$ cat config.mk
export PLATFORM = sky130hd
export DESIGN_NAME = gate_stim_seq
export DESIGN_NICKNAME = d
export VERILOG_FILES = /design/src/rtl/gate_stim_seq.sv
export SDC_FILE = /design/constraint.sdc
export NUM_CORES = 1
export LEC_CHECK = 0
export ABC_AREA = 0
export CAP_MARGIN = 0
export CORE_UTILIZATION = 40
export CTS_CLUSTER_DIAMETER = 150
export CTS_CLUSTER_SIZE = 30
export DETAILED_ROUTE_END_ITERATION = 8
export PLACE_DENSITY = 0.64
export SETUP_SLACK_MARGIN = 0.02
export SYNTH_ARGS = -nofsm -noshare
export SYNTH_HDL_FRONTEND = slang
export SYNTH_SLANG_ARGS = --single-unit
$ cat constraint.sdc
create_clock -name clk -period 1.9 [get_ports clk]
set_clock_uncertainty 0.1 [all_clocks]
set_input_delay 0.38 -clock clk [delete_from_list [all_inputs] [get_ports clk]]
set_output_delay 0.38 -clock clk [all_outputs]
set_load 0.05 [all_outputs]
$ cat src/rtl/gate_stim_seq.sv
// Purpose : clocked stimulus sequencer for the 2-input basic-gate block; walks a1/a2 through 00,01,10,11.
// Latency : first vector on the edge after start; done pulses 4*DWELL*LOOPS+1 cycles after that start edge.
// Backpres: none; start is a 1-cycle request, ignored unless IDLE (no queuing, no restart).
//
// Ports:
//   clk, rst        rising-edge clock, asynchronous active-high reset
//   start           1-cycle run request (honoured in IDLE only)
//   busy            high while vectors are being driven
//   done            1-cycle pulse after the final vector's last dwell cycle
//   a1, a2          registered stimulus (vec_idx[1], vec_idx[0])
//   vec_stb         1-cycle pulse on the first cycle of each vector
//   y_in[6:0]       gate outputs: [0]~a1 [1]and [2]nand [3]or [4]nor [5]xor [6]xnor
//   err_cnt, err_flag  mismatch count / sticky flag (only with GATE_CHECK_EN, else 0)
//
// Optional feature macro: GATE_CHECK_EN (builds the y_in compare and error counter).
module gate_stim_seq #(
  parameter int DWELL = 20,
  parameter int LOOPS = 1,
  parameter int ERR_W = 8
) (
  input  logic             clk,
  input  logic             rst,
  input  logic             start,
  output logic             busy,
  output logic             done,
  output logic             a1,
  output logic             a2,
  output logic             vec_stb,
  input  logic [6:0]       y_in,
  output logic [ERR_W-1:0] err_cnt,
  output logic             err_flag
);

  localparam int             DW         = $clog2(DWELL + 1);
  localparam logic [DW-1:0]  DWELL_LAST = DW'(DWELL - 1);
  localparam logic [7:0]     LOOPS_LAST = 8'(LOOPS - 1);

  typedef enum logic [1:0] {
    S_IDLE,
    S_RUN,
    S_FIN
  } state_t;

  state_t        state;
  logic [DW-1:0] dwell_cnt;
  logic [1:0]    vec_idx;
  logic [7:0]    loop_cnt;
  logic          last_dwell;

  // vec_idx is a flop, so a1/a2 are registered outputs; it is forced to 0
  // outside RUN so the gate block sees 00 while idle.
  assign a1 = vec_idx[1];
  assign a2 = vec_idx[0];

  assign last_dwell = (state == S_RUN) && (dwell_cnt == DWELL_LAST);

  always_ff @(posedge clk or posedge rst) begin
    if (rst) begin
      state     <= S_IDLE;
      busy      <= 1'b0;
      done      <= 1'b0;
      vec_stb   <= 1'b0;
      dwell_cnt <= '0;
      vec_idx   <= 2'd0;
      loop_cnt  <= 8'd0;
    end else begin
      vec_stb <= 1'b0;
      done    <= 1'b0;
      case (state)
        S_IDLE: begin
          if (start) begin
            state     <= S_RUN;
            busy      <= 1'b1;
            vec_stb   <= 1'b1;
            dwell_cnt <= '0;
            vec_idx   <= 2'd0;
            loop_cnt  <= 8'd0;
          end
        end
        S_RUN: begin
          if (last_dwell) begin
            dwell_cnt <= '0;
            if (vec_idx != 2'd3) begin
              vec_idx <= vec_idx + 2'd1;
              vec_stb <= 1'b1;
            end else if (loop_cnt != LOOPS_LAST) begin
              loop_cnt <= loop_cnt + 8'd1;
              vec_idx  <= 2'd0;
              vec_stb  <= 1'b1;
            end else begin
              state   <= S_FIN;
              busy    <= 1'b0;
              done    <= 1'b1;
              vec_idx <= 2'd0;
            end
          end else begin
            dwell_cnt <= dwell_cnt + 1'b1;
          end
        end
        S_FIN: begin
          // start seen while done is high is dropped here on purpose.
          state    <= S_IDLE;
          loop_cnt <= 8'd0;
        end
        default: state <= S_IDLE;
      endcase
    end
  end

`ifdef GATE_CHECK_EN
  logic [6:0] exp_y;
  logic       mismatch;

  always_comb begin
    exp_y = {~(a1 ^ a2), a1 ^ a2, ~(a1 | a2), a1 | a2, ~(a1 & a2), a1 & a2, ~a1};
  end

  // One compare per vector, on its final dwell cycle, so the gate block has
  // had the whole dwell to settle.
  assign mismatch = last_dwell && (y_in != exp_y);

  always_ff @(posedge clk or posedge rst) begin
    if (rst) begin
      err_cnt  <= '0;
      err_flag <= 1'b0;
    end else if ((state == S_IDLE) && start) begin
      err_cnt  <= '0;
      err_flag <= 1'b0;
    end else if (mismatch) begin
      if (err_cnt != '1) begin
        err_cnt <= err_cnt + 1'b1;
      end
      err_flag <= 1'b1;
    end
  end
`else
  logic unused_y;
  assign unused_y = ^y_in;
  assign err_cnt  = '0;
  assign err_flag = 1'b0;
`endif

endmodule
==> impl_metrics.json, run 1 <==
{
  "cts_buffers": 3,
  "dp_cells": 181,
  "slew_violations": 0,
  "fmax_mhz": 551,
  "dp_hpwl_um": 1820,
  "groute.usage.overall_pct": 19.3,
  "syn_inst": 135,
  "hold_viol_final": 0,
  "path_clk_slew_ns": 0.13,
  "drive_gt1_share_pct": 27.8,
  "drtIter0Drc": 58,
  "min_period_ns": 1.81,
  "grt.overflow.total": 0,
  "setup_violations": 0,
  "placed_area_um2": 1390,
  "grt_pass1_vias": 1096,
  "synth_largest_area_cell": "dfrtp_1",
  "ys_types": 36,
  "crit_fanout": 6,
  "reg2reg_depth": 6,
  "fin_total_pwr_mw": 1.93,
  "arrival_ns": 1.97,
  "port_buffers": 7,
  "yosysSeqAreaShare_pct": 40.9,
  "ys_top_cells_by_count": "20 x dfrtp_1, 13 x nand3_1, 10 x buf_4",
  "synth_ff_type": "dfrtp_1",
  "die_h_um": 57.3,
  "synth_seq_cells": 20,
  "start_util_pct": 43.3,
  "synth_enable_flop_cells": 0,
  "end_kind": "register",
  "drv_cap": 0,
  "area_delta_synth_final_pct": 29.4,
  "netlist_area_um2": 1220,
  "cp-start-kind": "register",
  "fill_cells": 270,
  "synth-async-reset-ratio_pct": 100,
  "cts_hold_buffers": 0,
  "cp.required_ns": 2.06,
  "fin_hold_ws_ns": 0.285,
  "die_w_um": 57.3,
  "r2r-start": "vec_idx[0]",
  "gp_congestion": 0.795,
  "crit_chain": "ha_4, nand3b_1, a211o_4, buf_12, or3_1, nand3_1",
  "violations": "DRC",
  "grt_pass1_wl_um": 4860,
  "wirelength_um": 2800,
  "synth_top_area_share_pct": 40.9,
  "dieArea_um2": 3290,
  "cts_sinks": 20,
  "period_share_pct": 95.5,
  "status": "complete, but fails checks",
  "regToRegEndpoint": "loop_cnt[3]",
  "synthTopCellsByArea": "dfrtp_1 41%, buf_4 6.1%, nand3_1 5.3%",
  "grt_max_degree": 21,
  "critical_path.top_delay_family": "simple AND/OR/NAND/NOR gates",
  "viasPerCell": 5.48,
  "nets": 177,
  "clkLatencyLatePin_ns": 0.31,
  "yosysMostFrequentCell": "dfrtp_1",
  "cp.depth": 6,
  "row_count": 19,
  "cts_max_path_buffers": 2,
  "path_class": "register to register",
  "num_vias": 1057,
  "syn_area_per_cell_um2": 9.07,
  "p_per_area_nw_per_um2": 1220,
  "ant_nets": 0,
  "drc_errors": 3,
  "ios": 24,
  "diodes": 0,
  "fp.coreArea_um2": 2830,
  "r2r_slack_ns": 0.09,
  "grt_setup_unrepaired": "true",
  "routedWlPerCell_um": 14.5,
  "stdcell_area_um2": 1590,
  "ir_drop_uv": 531,
  "antenna_found_initial": 0,
  "cp-endpoint": "loop_cnt[3]",
  "cp_slowest_stage_delay_ns": 0.42,
  "cts_tree": "yes",
  "min_path_type": "primary input to asynchronous set/reset pin",
  "slowest_stage": "dfrtp_2",
  "cp_num_buf_inv": 1,
  "clockRootBuffer": "clkbuf_4",
  "p_leak_nw": 0.725,
  "stdcell_count": 193,
  "crit_start": "vec_idx[0]",
  "yosysWarnings": 0,
  "htree_levels": 1,
  "firstDrtPassIters": 8
}
metal layers:
| metal | wire [µm] | track usage [%] | up-vias |
|---|---|---|---|
| met5 | 0 | 0 | - |
| met4 | 25 | 6.62 | 0 |
| met3 | 90 | 2.49 | 4 |
| met2 | 1420 | 34.4 | 17 |
| met1 | 1270 | 23.8 | 510 |
| li1 | - | - | 526 |
cells in the final DEF (no fill, tap or decap), types with 4 or more instances in the layout:
master,count
buf_4,26
dfrtp_1,18
nand3_1,13
nand2_1,9
conb_1,9
nor2_1,8
inv_1,7
o211ai_1,7
a22o_1,5
a21oi_1,5
o21ai_0,4
or3_1,4
how the worst min path moves through the flow:
stage / from / end / cells past startpoint
global placement: dwell_cnt[0] / dwell_cnt[0] / 1
finish: rst / loop_cnt[7] / 3
detailed placement: dwell_cnt[0] / dwell_cnt[0] / 1
floorplan: rst / busy / 1
global route: rst / loop_cnt[0] / 3
CTS: rst / loop_cnt[7] / 3
flip-flops by register name (all words and copies together) (netlist names):
name and count:
vec_stb 1, state 2, dwell_cnt 5, loop_cnt 8, vec_idx 2, done 1, busy 1
logic make-up (layout without fill, tap and decap cells):
kind of cell	count (synthesis)	in the layout	share of synthesized area (%)
AO/OA/AOI/OAI	32	32	18.0
adder cells (fa/ha/maj)	4	4	4.09
buffers and inverters	25	44	11.5
flip-flops	20	20	40.9
multiplexers	1	1	0.817
other	1	9	0.306
AND/OR/NAND/NOR	52	52	24.4
worst min-delay path, cell delays in order:
cell	delay (ns)
clkdlybuf4s50_1	0.39
inv_1	0.05
buf_4	0.28
timing repair:
item | CTS | global route
resized for setup | 6 | 6
endpoints found under the setup margin | 5 | 8
setup buffers | 0 | 8
pin swaps | 4 | 7
gates cloned | 2 | 0
per-stage QoR:
stage,worst slack [ns],util (%),setup TNS [ns]
5_1_grt,-0.0187,56.0,-0.0187
6_report,0.0864,56.0,0
3_3_place_gp,0.0141,49.2,0
2_1_floorplan,0.0206,-,0
4_1_cts,0.0259,53.7,0
3_5_place_dp,0.00512,49.2,0
power breakdown:
| group | switching [mW] | internal, mW |
|---|---|---|
| clock network | 0.142 | 0.213 |
| logic | 0.483 | 0.473 |
| registers | 0.0868 | 0.530 |
| total | 0.712 | 1.22 |
layout make-up:
type,count,area [µm²],area share [%]
multi-input combinational,98,669,42.2
clock buffer,3,22.5,1.42
tap,31,38.8,2.45
clock inverter,1,30.0,1.89
sequential,20,503,31.7
timing repair buffer,31,288,18.2
inverter,9,33.8,2.13
No activity file was read; power rests on OpenSTA's default activity.
==> run 2, diff against run 1 <==
--- a/config.mk
+++ b/config.mk
@@ -7,12 +7,15 @@
 export LEC_CHECK = 0
 export ABC_AREA = 0
 export CAP_MARGIN = 0
-export CORE_UTILIZATION = 40
+export CELL_PAD_IN_SITES_DETAIL_PLACEMENT = 1
+export CELL_PAD_IN_SITES_GLOBAL_PLACEMENT = 2
+export CORE_UTILIZATION = 27
 export CTS_CLUSTER_DIAMETER = 150
 export CTS_CLUSTER_SIZE = 30
 export DETAILED_ROUTE_END_ITERATION = 8
-export PLACE_DENSITY = 0.64
+export PLACE_DENSITY = 0.7
 export SETUP_SLACK_MARGIN = 0.02
 export SYNTH_ARGS = -nofsm -noshare
 export SYNTH_HDL_FRONTEND = slang
 export SYNTH_SLANG_ARGS = --single-unit
+export TNS_END_PERCENT = 50
==> run 2 against run 1 <==
Net effect: the run now ends clean; cell area is 2.1% higher; non-clock buffer count is 4 lower; clock power increased by 24%.
==> impl_metrics.json, run 2 (same netlist as run 1, synthesis figures left out) <==
{
  "p_per_area_nw_per_um2": 1250,
  "most-common-layout-cells": "22 x buf_4, 18 x dfrtp_1, 13 x nand3_1, 9 x nand2_1, 9 x conb_1",
  "hold_viol_final": 0,
  "placed_area_um2": 1400,
  "cp-start-kind": "register",
  "path_class": "register to register",
  "finalWorstSetupSlack_ns": 0.0886,
  "end_kind": "register",
  "ios": 24,
  "status": "finished clean",
  "htree_levels": 1,
  "viasPerCell": 5.12,
  "dp_hpwl_um": 2090,
  "fill_cells": 503,
  "routedWlPerCell_um": 15.0,
  "diodes": 0,
  "cp.required_ns": 2.00,
  "grt.overflow.total": 0,
  "final_common_cell": "buf_4",
  "grt_pass1_wl_um": 5510,
  "largest_register": "loop_cnt",
  "area_delta_synth_final_pct": 32.1,
  "cts_sinks": 20,
  "antenna_found_initial": 0,
  "min_path_type": "primary input to asynchronous set/reset pin",
  "slew_violations": 0,
  "grt_max_degree": 21,
  "firstDrtPassIters": 4,
  "nets": 173,
  "clockRootBuffer": "clkbuf_8",
  "drtIter0Drc": 48,
  "dieArea_um2": 4810,
  "ir_drop_uv": 643,
  "fin_tns_setup_ns": 0,
  "fin_total_pwr_mw": 2.03,
  "r2r-start": "loop_cnt[1]",
  "slew_headroom_pct": 54.7,
  "drc_errors": 0,
  "clkLatencyLatePin_ns": 0.27,
  "row_count": 24,
  "reg2reg_depth": 7,
  "tightest_slew_ns": 0.678,
  "fmax_mhz": 552,
  "die_h_um": 69.4,
  "setup_violations": 0,
  "pre_cts_ws_ns": -0.0113,
  "arrival_ns": 1.91,
  "ant_nets": 0,
  "top_regs": "loop_cnt: 8 flops, dwell_cnt: 5 flops",
  "cts_hold_buffers": 0,
  "cts_tree": "yes",
  "fin_util_pct": 37.2,
  "period_share_pct": 95.3,
  "crit_start": "loop_cnt[1]",
  "min_period_ns": 1.81,
  "die_w_um": 69.4,
  "crit_fanout": 6,
  "groute.usage.overall_pct": 14.0,
  "fp.coreArea_um2": 4350,
  "start_util_pct": 28.1,
  "grt_pass1_vias": 1136,
  "wirelength_um": 3150,
  "drv_cap": 0,
  "grt_setup_unrepaired": "true",
  "num_vias": 1076,
  "stdcell_area_um2": 1620,
  "cts_max_path_buffers": 2,
  "p_leak_nw": 0.718,
  "port_buffers": 7,
  "largest_reg_flops": 8,
  "gp_congestion": 0.728,
  "cts_buffers": 3,
  "path_clk_slew_ns": 0.08,
  "drive_gt1_share_pct": 25.3
}
## run 2: final timing paths
check,endpoint,slack [ns]
min in group clk,loop_cnt[0],0.47
max in group asynchronous,vec_idx[0],1.12
hold / removal,dwell_cnt[1],0.34
hold reg to reg,loop_cnt[0],0.47
setup reg to reg,loop_cnt[3],0.09
setup / recovery,loop_cnt[3],0.09
## run 2: critical path, stage by stage, from the launching register on
cell and delay, ns:
dfrtp_1 0.36, inv_2 0.06, ha_4 0.16, nor4b_4 0.13, a211o_4 0.38, buf_12 0.14
or3_1 0.33, nand3_1 0.08
## run 2: report_power, final
part           total, mW  switching [mW]  internal [mW]
Combinational      0.971           0.498          0.473
Clock              0.439           0.158          0.282
Sequential         0.617          0.0869          0.530
## run 2: metrics by stage
step,hold slack [ns],instances
final,0.342,210
after global routing,0.366,210
after CTS,0.350,205
after detailed placement,0.429,200
after global placement,0.402,200
after floorplan,0.244,143
## run 2: final cells by class
class,instances,area (µm²),area share [%]
Multi-Input combinational cell,98,679,42.0
Sequential cell,20,503,31.1
Timing Repair Buffer,27,265,16.4
Tap cell,52,65.1,4.02
Clock buffer,3,41.3,2.55
Inverter,9,33.8,2.09
Clock inverter,1,30.0,1.86
## run 2: routing by layer
| metal | part of all wire, % | GRT usage (%) | routed length [µm] | vias to the layer above |
|---|---|---|---|---|
| li1 | - | - | - | 515 |
| met1 | 48 | 17.9 | 1510 | 550 |
| met2 | 50 | 24.6 | 1570 | 9 |
| met3 | 2.0 | 3.05 | 64 | 2 |
| met4 | 0.22 | 2.27 | 7 | 0 |
| met5 | 0 | 0 | 0 | - |
## run 2: repair_timing
| item | in CTS | in global routing |
|---|---|---|
| buffers inserted | 0 | 5 |
| hold endpoints to repair | 0 | 0 |
| cloned | 2 | 0 |
| resized for setup | 7 | 5 |
| pin swaps | 9 | 5 |
| setup endpoints to repair | 6 | 8 |
